**src/rtl/poisson_pkg.sv**
```systemverilog
// Shared types and defaults for the Poisson spike generator.
package poisson_pkg;

  localparam int RATE_W_DEF = 16;

  typedef enum logic [1:0] {
    IDLE  = 2'd0,
    SCAN  = 2'd1,
    DRAIN = 2'd2
  } state_t;

endpackage

```
**src/rtl/rate_regfile.sv**
```systemverilog
// Per-neuron rate storage: one write port, combinational read of the neuron under evaluation.
module rate_regfile #(
  parameter int N_NEURONS = 16,
  parameter int RATE_W    = 16,
  parameter int ADDR_W    = $clog2(N_NEURONS)
) (
  input  logic              clk,
  input  logic              reset_n,
  input  logic              we,
  input  logic [ADDR_W-1:0] waddr,
  input  logic [RATE_W-1:0] wdata,
  input  logic [ADDR_W-1:0] raddr,
  output logic [RATE_W-1:0] rdata
);

  localparam logic [ADDR_W:0] N_L = (ADDR_W+1)'(N_NEURONS);

  logic [N_NEURONS-1:0][RATE_W-1:0] mem_q, mem_d;
  logic                             wr_ok, rd_ok;

  // Indices past the array end exist when N_NEURONS is not a power of two.
  assign wr_ok = we && ({1'b0, waddr} < N_L);
  assign rd_ok = {1'b0, raddr} < N_L;

  always_comb begin
    mem_d = mem_q;
    if (wr_ok) mem_d[waddr] = wdata;
  end

  always_ff @(posedge clk or negedge reset_n) begin
    if (!reset_n) mem_q <= '0;
    else          mem_q <= mem_d;
  end

  assign rdata = rd_ok ? mem_q[raddr] : '0;

endmodule

```
**src/rtl/poisson_spike_gen.sv**
```systemverilog
// Sweeps all neurons once per tick, comparing one fresh LFSR sample per neuron
// against its rate, and streams the indices of spiking neurons out as address-events.
module poisson_spike_gen
  import poisson_pkg::*;
#(
  parameter int N_NEURONS = 16,
  parameter int RATE_W    = RATE_W_DEF,
  parameter int ADDR_W    = $clog2(N_NEURONS)
) (
  input  logic              clk,
  input  logic              reset_n,
  input  logic              tick,
  input  logic              rate_we,
  input  logic [ADDR_W-1:0] rate_addr,
  input  logic [RATE_W-1:0] rate_data,
  input  logic [RATE_W-1:0] lfsr_in,
  output logic              lfsr_en,
  output logic              spk_valid,
  input  logic              spk_ready,
  output logic [ADDR_W-1:0] spk_addr,
  output logic              busy,
  output logic              done,
  output logic              overrun
);

  localparam logic [ADDR_W-1:0] LAST_IDX = ADDR_W'(N_NEURONS - 1);

  state_t              state_q, state_d;
  logic [ADDR_W-1:0]   idx_q, idx_d;
  logic                spk_valid_q, spk_valid_d;
  logic [ADDR_W-1:0]   spk_addr_q, spk_addr_d;
  logic                overrun_q, overrun_d;

  logic [RATE_W-1:0]   rate_rd;
  logic                out_free;
  logic                eval;
  logic                hit;

  rate_regfile #(
    .N_NEURONS (N_NEURONS),
    .RATE_W    (RATE_W),
    .ADDR_W    (ADDR_W)
  ) u_rates (
    .clk     (clk),
    .reset_n (reset_n),
    .we      (rate_we),
    .waddr   (rate_addr),
    .wdata   (rate_data),
    .raddr   (idx_q),
    .rdata   (rate_rd)
  );

  // A neuron may only be evaluated when its possible spike has somewhere to go;
  // otherwise the sweep and the LFSR both stall.
  assign out_free = !spk_valid_q || spk_ready;
  assign eval     = (state_q == SCAN) && out_free;
  assign hit      = lfsr_in < rate_rd;

  always_ff @(posedge clk or negedge reset_n) begin
    if (!reset_n) state_q <= IDLE;
    else          state_q <= state_d;
  end

  always_comb begin
    state_d = state_q;
    idx_d   = idx_q;
    unique case (state_q)
      IDLE: begin
        if (tick) begin
          state_d = SCAN;
          idx_d   = '0;
        end
      end
      SCAN: begin
        if (eval) begin
          if (idx_q == LAST_IDX) begin
            state_d = DRAIN;
            idx_d   = '0;
          end else begin
            idx_d   = idx_q + 1'b1;
          end
        end
      end
      DRAIN: begin
        if (!spk_valid_q) state_d = IDLE;
      end
      default: begin
        state_d = IDLE;
        idx_d   = '0;
      end
    endcase
  end

  always_comb begin
    lfsr_en = eval;
    busy    = (state_q != IDLE);
    done    = (state_q == DRAIN) && !spk_valid_q;
  end

  // A reload in the same cycle as a handshake wins over the clear.
  always_comb begin
    spk_valid_d = spk_valid_q && !spk_ready;
    spk_addr_d  = spk_addr_q;
    if (eval && hit) begin
      spk_valid_d = 1'b1;
      spk_addr_d  = idx_q;
    end
    overrun_d = overrun_q || (tick && (state_q != IDLE));
  end

  always_ff @(posedge clk or negedge reset_n) begin
    if (!reset_n) begin
      idx_q       <= '0;
      spk_valid_q <= 1'b0;
      spk_addr_q  <= '0;
      overrun_q   <= 1'b0;
    end else begin
      idx_q       <= idx_d;
      spk_valid_q <= spk_valid_d;
      spk_addr_q  <= spk_addr_d;
      overrun_q   <= overrun_d;
    end
  end

  assign spk_valid = spk_valid_q;
  assign spk_addr  = spk_addr_q;
  assign overrun   = overrun_q;

endmodule

```
**config.mk**
```make
export PLATFORM = sky130hd
export DESIGN_NAME = poisson_spike_gen
export DESIGN_NICKNAME = d
export VERILOG_FILES = /design/src/rtl/poisson_pkg.sv /design/src/rtl/rate_regfile.sv /design/src/rtl/poisson_spike_gen.sv
export SDC_FILE = /design/constraint.sdc
export NUM_CORES = 1
export LEC_CHECK = 0
export BUFFER_PORTS_ARGS = -buffer_cell sky130_fd_sc_hd__buf_2
export CORE_UTILIZATION = 44
export DETAILED_ROUTE_END_ITERATION = 6
export GPL_TIMING_DRIVEN = 0
export SYNTH_ARGS = -nofsm -noshare
export SYNTH_HDL_FRONTEND = slang
export SYNTH_SLANG_ARGS = --single-unit
export TNS_END_PERCENT = 10
```
**constraint.sdc**
```tcl
create_clock -name clk -period 4.4 [get_ports clk]
set_clock_uncertainty 0.15 [all_clocks]
set_input_delay 0.22 -clock clk [delete_from_list [all_inputs] [get_ports clk]]
set_output_delay 0.22 -clock clk [all_outputs]
set_load 0.01 [all_outputs]
```
Word level (Yosys, flattened, before mapping)
Cells that the tools add are included.
{"block": "op_classes", "n_addsub": 1, "magnitude_cmp": 4, "n_eq_ne": 7, "n_mux": 15, "n_bitwise": 1, "n_reduce_logical": 14}
{"op": "256-bit bitwise mux", "count": 1}
{"op": "16-bit binary-select mux with 4-bit select", "count": 1}
{"op": "16-bit demux with 4-bit select", "count": 1}
{"op": "16-bit two-way mux", "count": 2}
{"op": "16-bit < comparator", "count": 1}
{"op": "4-bit two-way mux", "count": 3}
{"op": "4-bit case mux with 3 select lines", "count": 1}
{"op": "4-bit by 5-bit < comparator with 1-bit output (second input constant)", "count": 2}
{"op": "2-bit two-way mux", "count": 4}
{"op": "1-bit logical AND", "count": 6}
{"op": "2-bit inequality test (second input constant)", "count": 3}
{"op": "2-bit case mux with 3 select lines", "count": 1}
{"op": "4-bit by 1-bit adder with 4-bit output (second input constant)", "count": 1}
{"op": "4-bit equality test (second input constant)", "count": 1}
{"op": "4-bit by 1-bit greater-or-equal comparator with 1-bit output (second input constant)", "count": 1}
{"op": "4-bit AND reduction", "count": 1}
{"op": "3-bit AND reduction", "count": 1}
{"op": "2-bit by 1-bit equality test with 1-bit output (second input constant)", "count": 1}
{"op": "2-bit equality test (second input constant)", "count": 1}
{"op": "1-bit zero test", "count": 2}
{"op": "2-bit zero test", "count": 1}
{"op": "1-bit logical OR", "count": 2}
{"op": "2-bit by 1-bit inequality test with 1-bit output (second input constant)", "count": 1}
{"op": "2-bit nonzero test", "count": 1}
{"op": "other kinds (2)", "count": 2}
{"block": "word_totals", "regBits": 268, "in_bits": 41, "output_inout_bits": 9, "word_cells": 63}

Longest topological paths before layout
Gate-level depths: netlist (run 1).
{"block": "logic_depth", "ltp_word": 5, "depth_mapped": 13, "mapped_depth_nobuf": 10}

Modules after synthesis
From an unflattened synthesis (run 1), not the netlist that was laid out.
{"block": "hier_totals", "cells_unflattened": 810, "hier_area_um2": 12568.3}
{"mod": "rate_regfile", "instances": 1, "cells_each": 712, "area_each_um2": 11612.4, "seq_area_each_um2": 6406.1}
{"mod": "poisson_spike_gen", "instances": 1, "cells_each": 98, "area_each_um2": 955.9, "seq_area_each_um2": 300.3}

Worst setup path before layout (run 1)
No wires, ideal clock.
{"block": "synth_path", "path_kind": "reg2reg", "from": "register idx_q[0]", "to": "register spk_addr_q[0] (netlist: spk_addr[0])", "arrival_ns": 3.458, "required_time_ns": 4.122, "slack_ns": 0.664, "stages_incl_launch_ff": 12, "period_less_slack_ns": 3.736, "cell_sequence": "dfrtp_1 -> buf_6 -> clkbuf_1 -> mux4_2 -> mux4_2 -> inv_1 -> ha_1 -> a21o_1 -> a21o_1 -> a2111oi_0 -> o21ai_2 -> mux2_1"}
{"block": "synth_between", "elab_chain_len": 4}
{"element": "start: declaration", "line": "poisson_spike_gen.sv:29", "rtl": "logic [ADDR_W-1:0] idx_q, idx_d;"}
{"element": "start signal: assignment", "line": "poisson_spike_gen.sv:118", "rtl": "idx_q <= idx_d;"}
{"element": "16-bit binary-select mux with 4-bit select", "line": "rate_regfile.sv:35", "rtl": "assign rdata = rd_ok ? mem_q[raddr] : '0;"}
{"element": "16-bit two-way mux (implied by the code)", "line": "rate_regfile.sv:35"}
{"element": "16-bit < comparator", "line": "poisson_spike_gen.sv:57", "rtl": "assign hit = lfsr_in < rate_rd;"}
{"element": "1-bit logical AND", "line": "poisson_spike_gen.sv:104", "rtl": "if (eval && hit) begin"}
{"element": "end signal: assignment", "line": "poisson_spike_gen.sv:120", "rtl": "spk_addr_q <= spk_addr_d;"}
{"element": "end: declaration", "line": "poisson_spike_gen.sv:31", "rtl": "logic [ADDR_W-1:0] spk_addr_q, spk_addr_d;"}
Several ways; a longest one is shown, not always the timed one. The select of a mux whose other input is x is not followed.
A chain may end at the register's enable or synchronous reset.

Final worst setup path (run 1)
{"block": "layout_path", "from": "register idx_q[1]", "to": "register spk_addr_q[2] (netlist: spk_addr[2])"}
{"block": "layout_between", "elab_chain_len": 4}
{"element": "16-bit binary-select mux with 4-bit select", "line": "rate_regfile.sv:35"}
{"element": "16-bit two-way mux (implied by the code)", "line": "rate_regfile.sv:35"}
{"element": "16-bit < comparator", "line": "poisson_spike_gen.sv:57"}
{"element": "1-bit logical AND", "line": "poisson_spike_gen.sv:104"}
Every way passes these cells. The select of a mux whose other input is x is not followed.

==> results of run 1 <==
[power breakdown]
group / switching (mW) / internal, mW / leakage [nW] / total, mW
clock: 0.967 / 1.34 / 0.449 / 2.31
combinational: 1.10 / 1.37 / 2.49 / 2.47
sequential: 0.301 / 3.05 / 3.29 / 3.35
total: 2.37 / 5.76 / 6.23 / 8.13
[sequential cells by signal, indices dropped and copies added, names as in the netlist]
register       count
spk_addr           4
spk_valid          1
u_rates.mem_q    256
overrun            1
state_q            2
idx_q              4
[metrics by stage]
stage | power [mW] | cells | utilization [%] | area, sq um | TNS, ps
3_5_place_dp | 5.826 | 1205 | 47.61 | 13260 | -5766
3_3_place_gp | 5.690 | 1203 | 47.37 | 13200 | -409370
2_1_floorplan | 5.061 | 776 | - | 12480 | 0
6_report | 8.128 | 1274 | 51.71 | 14410 | 0
5_1_grt | 8.542 | 1274 | 51.71 | 14410 | 0
4_1_cts | 8.193 | 1274 | 51.64 | 14390 | 0
[per-layer routing]
layer	global-route usage (%)	wire (um)	vias to the layer above	share of wire, %
met5	0	0	-	0
met4	7.011	779	0	2.5
met3	3.814	1573	50	5.0
met2	37.78	15280	166	48
met1	31.62	13880	3969	44
li1	-	-	3121	-
[worst max-delay path by stage]
| stage | startpoint | end | slack [ps] | depth (start not counted) |
|---|---|---|---|---|
| 3_3_place_gp | reset_n | u_rates.mem_q[225] | -1540 | 1 |
| 4_1_cts | idx_q[1] | spk_addr[2] | 20 | 12 |
| 3_5_place_dp | idx_q[1] | spk_addr[2] | -1220 | 12 |
| 5_1_grt | idx_q[1] | spk_addr[3] | 50 | 12 |
| 2_1_floorplan | idx_q[0] | spk_addr[0] | 660 | 11 |
| 6_report | idx_q[1] | spk_addr[2] | 160 | 12 |
[layout make-up]
type	count	area, sq um	area share, %
plain buffers	55	334.1	2.319
multi-input cells	434	5420	37.62
inverters	18	67.56	0.4690
flip-flops and latches	268	6708	46.56
repair buffers	70	500.5	3.474
clock buffers	45	865.8	6.010
well taps	378	473.0	3.283
clock inverters	6	37.54	0.2606
[placed cells by master, fill, tap and decap left out, types with 4 or more instances in the layout]
cell type | synthesis | routed
mux4_2 | 63 | 63
clkbuf_1 | 33 | 32
clkbuf_8 | 0 | 9
buf_12 | 4 | 4
nand3_1 | 4 | 4
dlygate4sd3_1 | 0 | 19
dfrtp_1 | 268 | 267
clkbuf_16 | 0 | 29
inv_1 | 18 | 18
clkbuf_2 | 0 | 4
mux2_1 | 4 | 4
nand2b_1 | 7 | 7
mux2_2 | 256 | 256
buf_2 | 16 | 63
mux4_1 | 14 | 14
a21oi_1 | 7 | 7
mux2i_1 | 4 | 4
nor2_1 | 13 | 13
ha_1 | 16 | 16
a21o_1 | 6 | 6
clkinv_2 | 0 | 4
nand2_1 | 7 | 7
[worst max-delay path: cells and delay by family, from the launching register on]
kind / cells / cell delay, ps
mux: 3 / 1220
compound gates: 4 / 850
buf+inv: 3 / 750
fa+ha+maj: 1 / 140
simple gates: 1 / 530
flops: 1 / 470
[what timing repair did]
action	CTS	global route
hold endpoints to repair	242	0
hold buffers	19	0
endpoints found under the setup margin	5	4
resized for setup	17	6
[logic make-up (layout without fill, tap and decap cells)]
logic type | after synthesis | after routing | share of synthesized area, %
mux | 341 | 341 | 38.10
flops | 268 | 268 | 53.74
buf+inv | 74 | 194 | 2.968
simple gates | 47 | 47 | 1.935
compound gates | 30 | 30 | 1.654
fa+ha+maj | 16 | 16 | 1.604
==> impl_metrics.py, run 1 <==
metrics = {
    "power_and_ir_drop": {
        "p_leak_nw": 6.229,
        "ir_drop_v": 0.0003087,
        "power.density_nw_per_um2": 564.2,
    },
    "place": {
        "hpwlAfterDp_um": 20550,
        "port_buffers": 49,
        "dpl_worst_slack_ps": -1218,
        "gp_congestion": 0.7609,
    },
    "min_path": {
        "worstHoldEndpoint": "spk_valid",
        "min_from": "lfsr_in[15]",
        "hold_class": "in2reg",
        "min_path_cells": 5,
    },
    "yosys": {
        "seq_area_frac_synth_pct": 53.74,
        "synthFlopType": "dfrtp_1",
        "yosysUniqueCellTypes": 38,
        "synth_area_leader_cell": "dfrtp_1",
        "yosysMostFrequentCell": "dfrtp_1",
        "synth_area_leaders": "dfrtp_1 (54%), mux2_2 (23%), mux4_2 (11%), mux4_1 (2.9%), ha_1 (1.6%)",
        "synth_warnings": 0,
        "synth.cell_area_sq_um": 12480,
        "synth_edf_count": 0,
        "async_flop_share_pct": 100.0,
        "yosysTopAreaCellShare_pct": 53.74,
        "ys_ff_latch": 268,
        "postSynthCellCount": 776,
        "syn-num-nets": 833,
        "synth.avg_cell_area_sq_um": 16.08,
        "synthTopCellsByCount": "dfrtp_1 (268), mux2_2 (256), mux4_2 (63)",
    },
    "routing": {
        "drc": 0,
        "drt_wl_total_um": 31510,
        "wire_per_inst_um": 24.73,
        "ant_nets": 0,
        "num_vias": 7306,
        "drt-vias-per-instance": 5.735,
        "first_pass_iters": 5,
        "dr.first_iter.drc_count": 419,
    },
    "grt": {
        "first_global_vias": 7996,
        "globalRouteOverflowTotal": 0,
        "grt_max_degree": 126,
        "grt_first_pass_wirelength_um": 48740,
        "grt_usage_pct": 23.08,
        "antenna_found_initial": 0,
    },
    "finish": {
        "drive_gt1_share_pct": 49.89,
        "nNetsFinal": 933,
        "num_antenna_cells": 0,
        "area_growth_pct": 15.44,
        "n_fill_cell": 2281,
    },
    "worst_setup_path": {
        "r2r-end": "spk_addr[2]",
        "endpoint_kind": "register",
        "crit_required_ps": 4680,
        "r2r-start": "idx_q[1]",
        "crit_top_cell": "mux4_2",
        "start_kind": "register",
        "critPathKind": "reg2reg",
        "critical-path-max-stage-delay_ps": 530,
        "crit_fanout": 10,
        "path_cells": "buf_2, clkbuf_4, mux4_2, mux4_2, inv_1, ha_1, a21oi_1, o21ai_2, a41oi_1, or3_1, o21ai_4, mux2_1",
        "critPathArrivalTime_ps": 4520,
        "r2r_slack_ps": 160,
        "slowest_stage": "or3_1",
        "ff2ff_path_depth": 12,
    },
    "cts": {
        "clockBufferDepth": 3,
        "path_clk_slew_ps": 60,
        "clockRootBuffer": "clkbuf_16",
        "insertion_delay_ps": 560,
        "cts_num_sinks": 268,
        "numCtsBuffers": 29,
        "cts_max_level": 1,
        "cts_tree": "done",
        "postCtsSetupBuffers": 0,
    },
    "timing": {
        "fmax_mhz": 235.9,
        "finalMaxSlewViolations": 0,
        "grt_setup_unrepaired": "no",
        "setup_viol": 0,
        "final_hold_viol_count": 0,
        "whs_ps": 24.14,
        "worst_slew_pin_slew_ps": 1299,
        "layout_setup_ws_ps": 160.3,
        "slew_headroom_pct": 13.39,
        "finalCriticalPeriod_ps": 4240,
        "fin_crit_sh_pct": 96.36,
    },
    "die": {
        "start_util_pct": 44.80,
        "die_w_um": 170.4,
        "die_height_um": 170.4,
        "design.core.area_sq_um": 27860,
        "rows": 61,
        "io_pins": 50,
        "die-area_sq_um": 29040,
    },
    "run": {
        "cap_violations": 0,
    },
    "status": {
        "status": "complete, no violations",
    },
}
(Power assumes the default switching activity.)
==> inputs of run 2 (changes only) <==
==> constraint.sdc (replaced) <==
create_clock -name clk -period 4.05 [get_ports clk]
set_clock_uncertainty 0.15 [all_clocks]
set_input_delay 0.2025 -clock clk [delete_from_list [all_inputs] [get_ports clk]]
set_output_delay 0.2025 -clock clk [all_outputs]
set_load 0.01 [all_outputs]
==> impl_metrics.py, run 2 (synthesis gave the netlist of run 1 again) <==
metrics = {
    "status": {
        "status": "complete, no violations",
    },
    "timing": {
        "timing.setup.tns_ps": 0,
        "worst_slew_pin_slew_ps": 1258,
        "final_hold_viol_count": 0,
        "setup_viol": 0,
        "finalCriticalPeriod_ps": 3958,
        "layout_setup_ws_ps": 92.08,
        "fmax_mhz": 252.7,
        "slew_headroom_pct": 16.16,
        "finalMaxSlewViolations": 0,
        "whs_ps": 34.25,
        "fin_crit_sh_pct": 97.73,
    },
    "place": {
        "hpwlAfterDp_um": 20550,
        "dp.cells": 1205,
        "port_buffers": 49,
        "gp_congestion": 0.7609,
        "dpl_worst_slack_ps": -1568,
    },
    "worst_setup_path": {
        "critPathArrivalTime_ps": 4230,
        "crit_required_ps": 4320,
        "ff2ff_path_depth": 13,
        "start_kind": "register",
        "crit_fanout": 10,
        "endpoint_kind": "register",
        "critPathKind": "reg2reg",
    },
    "routing": {
        "wire_per_inst_um": 24.70,
        "first_pass_iters": 5,
        "drt-vias-per-instance": 5.772,
        "ant_nets": 0,
        "num_vias": 7406,
        "drt_wl_total_um": 31690,
        "dr.first_iter.drc_count": 415,
        "drc": 0,
    },
    "run": {
        "cap_violations": 0,
    },
    "finish": {
        "num_antenna_cells": 0,
        "nNetsFinal": 942,
        "n_fill_cell": 2271,
        "drive_gt1_share_pct": 51.16,
        "area_growth_pct": 16.80,
        "largest-register": "u_rates.mem_q",
        "final_common_cell": "dfrtp_1",
        "largest_register_ffs": 256,
        "final_cell_mix": "dfrtp_1 (267), mux2_2 (256), mux4_2 (63), buf_2 (62), clkbuf_1 (32)",
        "final_cells": 1283,
    },
    "grt": {
        "grt_max_degree": 126,
        "globalRouteOverflowTotal": 0,
        "grt_usage_pct": 23.11,
        "antenna_found_initial": 0,
        "first_global_vias": 8006,
        "grt_first_pass_wirelength_um": 48780,
    },
    "cts": {
        "clockRootBuffer": "clkbuf_16",
        "numCtsBuffers": 29,
        "insertion_delay_ps": 560,
        "cts_tree": "done",
        "path_clk_slew_ps": 60,
        "clockBufferDepth": 3,
        "cts_max_level": 1,
        "cts_num_sinks": 268,
    },
    "die": {
        "io_pins": 50,
        "die_height_um": 170.4,
        "die_w_um": 170.4,
        "rows": 61,
        "die-area_sq_um": 29040,
        "design.core.area_sq_um": 27860,
        "start_util_pct": 44.80,
    },
    "min_path": {
        "hold_class": "in2async",
    },
    "power_and_ir_drop": {
        "power.density_nw_per_um2": 617.7,
        "total_power_mw": 9.004,
        "p_leak_nw": 6.290,
        "ir_drop_v": 0.0003112,
    },
}
==> run 2: cell count changes in the layout (fill, tap and decap cells not counted), moves of 2 or more <==
cell,previous run,this run
ha_1,16,14
buf_16,2,4
buf_4,2,10
buf_12,4,2
==> run 2: cell type report <==
cell class,instances,area (sq um),area share [%]
Buffer,55,359.1,2.464
Tap cell,378,473.0,3.245
Timing Repair Buffer,79,568.0,3.897
Sequential cell,268,6708,46.02
Clock buffer,45,865.8,5.940
Multi-Input combinational cell,434,5498,37.72
Inverter,18,67.56,0.4635
Clock inverter,6,37.54,0.2575
==> run 2: path summary, 6_finish.rpt <==
| check | start | to | slack (ps) |
|---|---|---|---|
| max in group asynchronous | reset_n | u_rates.mem_q[193] | 2700 |
| min in group clk | lfsr_in[15] | spk_addr[0] | 100 |
| min reg2reg | overrun | overrun | 300 |
| max reg2reg | idx_q[0] | spk_addr[2] | 90 |
| min | reset_n | u_rates.mem_q[251] | 30 |
| max | idx_q[0] | spk_addr[2] | 90 |
==> run 2: through the flow <==
stage,cell area (sq um),util (%)
floorplan,12480,-
global placement,13200,47.37
detailed placement,13260,47.61
CTS,14470,51.92
global route,14580,52.32
finish,14580,52.32
==> run 2: timing repair <==
action                                 in CTS  in global routing
buffers inserted                            0                  9
endpoints found under the hold margin     243                  0
gates resized for setup                    30                  8
hold buffers                               19                  0
setup endpoints to repair                   5                  4
pin swaps                                   2                  3
==> run 2: critical path: stages, from the launching register on <==
cell	delay, ps
dfrtp_1	390
buf_6	170
buf_12	170
buf_16	160
mux4_2	500
mux4_2	500
inv_1	110
ha_2	210
nand2_1	100
o21ai_4	270
a41oi_4	100
or3_4	400
o21ai_4	230
mux2_1	350
==> run 2: per-layer routing <==
| layer | up-vias | routed length [um] | share of wire, % | global-route usage, % |
|---|---|---|---|---|
| met2 | 180 | 15350 | 48 | 37.76 |
| met5 | - | 0 | 0 | 0 |
| met1 | 4037 | 14150 | 45 | 31.67 |
| met3 | 48 | 1424 | 4.5 | 3.860 |
| li1 | 3141 | - | - | - |
| met4 | 0 | 774 | 2.4 | 7.051 |
==> run 2: report_power, final <==
| group | switching, mW | internal [mW] |
|---|---|---|
| clock network | 1.05 | 1.46 |
| registers | 0.325 | 3.31 |
| logic | 1.26 | 1.60 |
==> inputs of run 3 (changes only) <==
--- a/config.mk
+++ b/config.mk
@@ -7,6 +7,7 @@
 export LEC_CHECK = 0
 export BUFFER_PORTS_ARGS = -buffer_cell sky130_fd_sc_hd__buf_2
 export CORE_UTILIZATION = 44
+export CTS_BUF_LIST = sky130_fd_sc_hd__clkbuf_4 sky130_fd_sc_hd__clkbuf_8
 export DETAILED_ROUTE_END_ITERATION = 6
 export GPL_TIMING_DRIVEN = 0
 export SYNTH_ARGS = -nofsm -noshare
==> impl_metrics.py, run 3 (synthesis gave the netlist of run 1 again) <==
metrics = {
    "worst_setup_path": {
        "path_cells": "buf_6, buf_12, buf_12, mux4_2, mux4_2, inv_1, ha_1, a21oi_1, o21ai_4, a41oi_4, or3_4, o21ai_4, mux2_1",
        "r2r-end": "spk_addr[2]",
        "cpLargestDelayFamily": "multiplexers",
        "path_buf_inv": 4,
        "critPathArrivalTime_ps": 4160,
        "slowest_stage": "mux4_2",
        "r2r-start": "idx_q[0]",
        "ff2ff_path_depth": 13,
        "start_kind": "register",
        "critical-path-max-stage-delay_ps": 540,
        "crit_required_ps": 4310,
        "r2r_slack_ps": 150,
        "endpoint_kind": "register",
        "critPathKind": "reg2reg",
        "crit_fanout": 10,
    },
    "timing": {
        "slew_headroom_pct": 23.67,
        "setup_viol": 0,
        "grt_setup_unrepaired": "no",
        "timing.setup.tns_ps": 0,
        "finalCriticalPeriod_ps": 3898,
        "final_hold_viol_count": 0,
        "finalMaxSlewViolations": 0,
        "fin_crit_sh_pct": 96.26,
        "fmax_mhz": 256.5,
        "worst_slew_pin_slew_ps": 1145,
    },
    "die": {
        "io_pins": 50,
        "design.core.area_sq_um": 27860,
        "die_height_um": 170.4,
        "die_w_um": 170.4,
        "start_util_pct": 44.80,
        "rows": 61,
        "die-area_sq_um": 29040,
    },
    "routing": {
        "num_vias": 7430,
        "ant_nets": 0,
        "drc": 0,
        "drt_wl_total_um": 31900,
        "first_pass_iters": 6,
        "dr.first_iter.drc_count": 458,
        "drt-vias-per-instance": 5.654,
        "wire_per_inst_um": 24.28,
    },
    "place": {
        "port_buffers": 49,
        "gp_congestion": 0.7609,
        "dpl_cell_area_sq_um": 13260,
        "hpwlAfterDp_um": 20550,
    },
    "finish": {
        "largest-register": "u_rates.mem_q",
        "num_antenna_cells": 0,
        "area_growth_pct": 17.93,
        "largest_register_ffs": 256,
        "layout.cell_area.non_filler_sq_um": 14720,
        "final_common_cell": "dfrtp_1",
        "nNetsFinal": 965,
        "final_cell_mix": "dfrtp_1 (267), mux2_2 (256), mux4_2 (63), clkbuf_8 (62), buf_2 (62)",
        "n_fill_cell": 2268,
        "drive_gt1_share_pct": 53.74,
    },
    "run": {
        "cap_violations": 0,
    },
    "grt": {
        "grt_usage_pct": 23.17,
        "first_global_vias": 8095,
        "grt_first_pass_wirelength_um": 48910,
        "antenna_found_initial": 0,
        "grt_max_degree": 126,
        "globalRouteOverflowTotal": 0,
    },
    "min_path": {
        "hold_class": "in2async",
    },
    "power_and_ir_drop": {
        "p_leak_nw": 6.387,
        "ir_drop_v": 0.0002533,
        "power.density_nw_per_um2": 617.6,
    },
    "cts": {
        "insertion_delay_ps": 540,
        "cts_max_level": 2,
        "cts_tree": "done",
        "path_clk_slew_ps": 60,
        "numCtsBuffers": 46,
        "cts_num_sinks": 268,
        "clockBufferDepth": 3,
        "clockRootBuffer": "clkbuf_8",
    },
    "status": {
        "status": "complete, no violations",
    },
}
-- run 3: cell types whose count changed in the layout (fill, tap and decap cells not counted), sizes merged --
cell      before  now
clkbuf        78  105
buf           82   88
clkinv         4    2
inv           20   18
bufinv         0    1
clkinvlp       0    1
-- run 3: repair_timing --
action                     CTS  global route
hold buffers                19             0
hold endpoints to repair   243             0
resized for setup           31             9
setup buffers                0            15
pin swaps                    2             3
setup endpoints to repair    5             4
-- run 3: per-stage QoR --
| stage | setup slack, ps | cells | total power, mW | util [%] | hold slack [ps] |
|---|---|---|---|---|---|
| 2_1_floorplan | 314.5 | 776 | 5.499 | - | -243.1 |
| 3_3_place_gp | -1876 | 1203 | 6.182 | 47.37 | 284.9 |
| 3_5_place_dp | -1568 | 1205 | 6.329 | 47.61 | 41.70 |
| 4_1_cts | 9.833 | 1299 | 8.999 | 52.15 | 22.97 |
| 5_1_grt | 10.16 | 1314 | 9.564 | 52.83 | 84.03 |
| 6_report | 151.5 | 1314 | 9.089 | 52.83 | 53.71 |
-- run 3: cell type report --
class | instances | area [sq um] | area share [%]
plain buffers | 55 | 359.1 | 2.440
clock buffers | 72 | 915.9 | 6.223
clock inverters | 4 | 47.55 | 0.3231
inverters | 18 | 67.56 | 0.4591
multi-input cells | 434 | 5520 | 37.51
flip-flops and latches | 268 | 6708 | 45.58
well taps | 378 | 473.0 | 3.214
repair buffers | 85 | 625.6 | 4.251
-- run 3: report_power, final --
| part | internal, mW | switching [mW] |
|---|---|---|
| sequential | 3.31 | 0.329 |
| combinational | 1.65 | 1.27 |
| clock | 1.48 | 1.04 |
-- run 3: worst max-delay path by stage --
stage / from / end / cells after the start
after floorplan: idx_q[0] / spk_addr[0] / 11
after global placement: reset_n / u_rates.mem_q[225] / 1
after detailed placement: idx_q[1] / spk_addr[2] / 12
after CTS: idx_q[0] / spk_addr[2] / 13
after global routing: idx_q[0] / spk_addr[3] / 13
final: idx_q[0] / spk_addr[2] / 13
-- run 3: metal layers --
layer	track usage (%)	vias up	part of all wire (%)
li1	-	3187	-
met2	38.06	218	49
met5	0	-	0
met3	4.279	55	5.7
met4	6.855	0	2.4
met1	31.39	3970	43
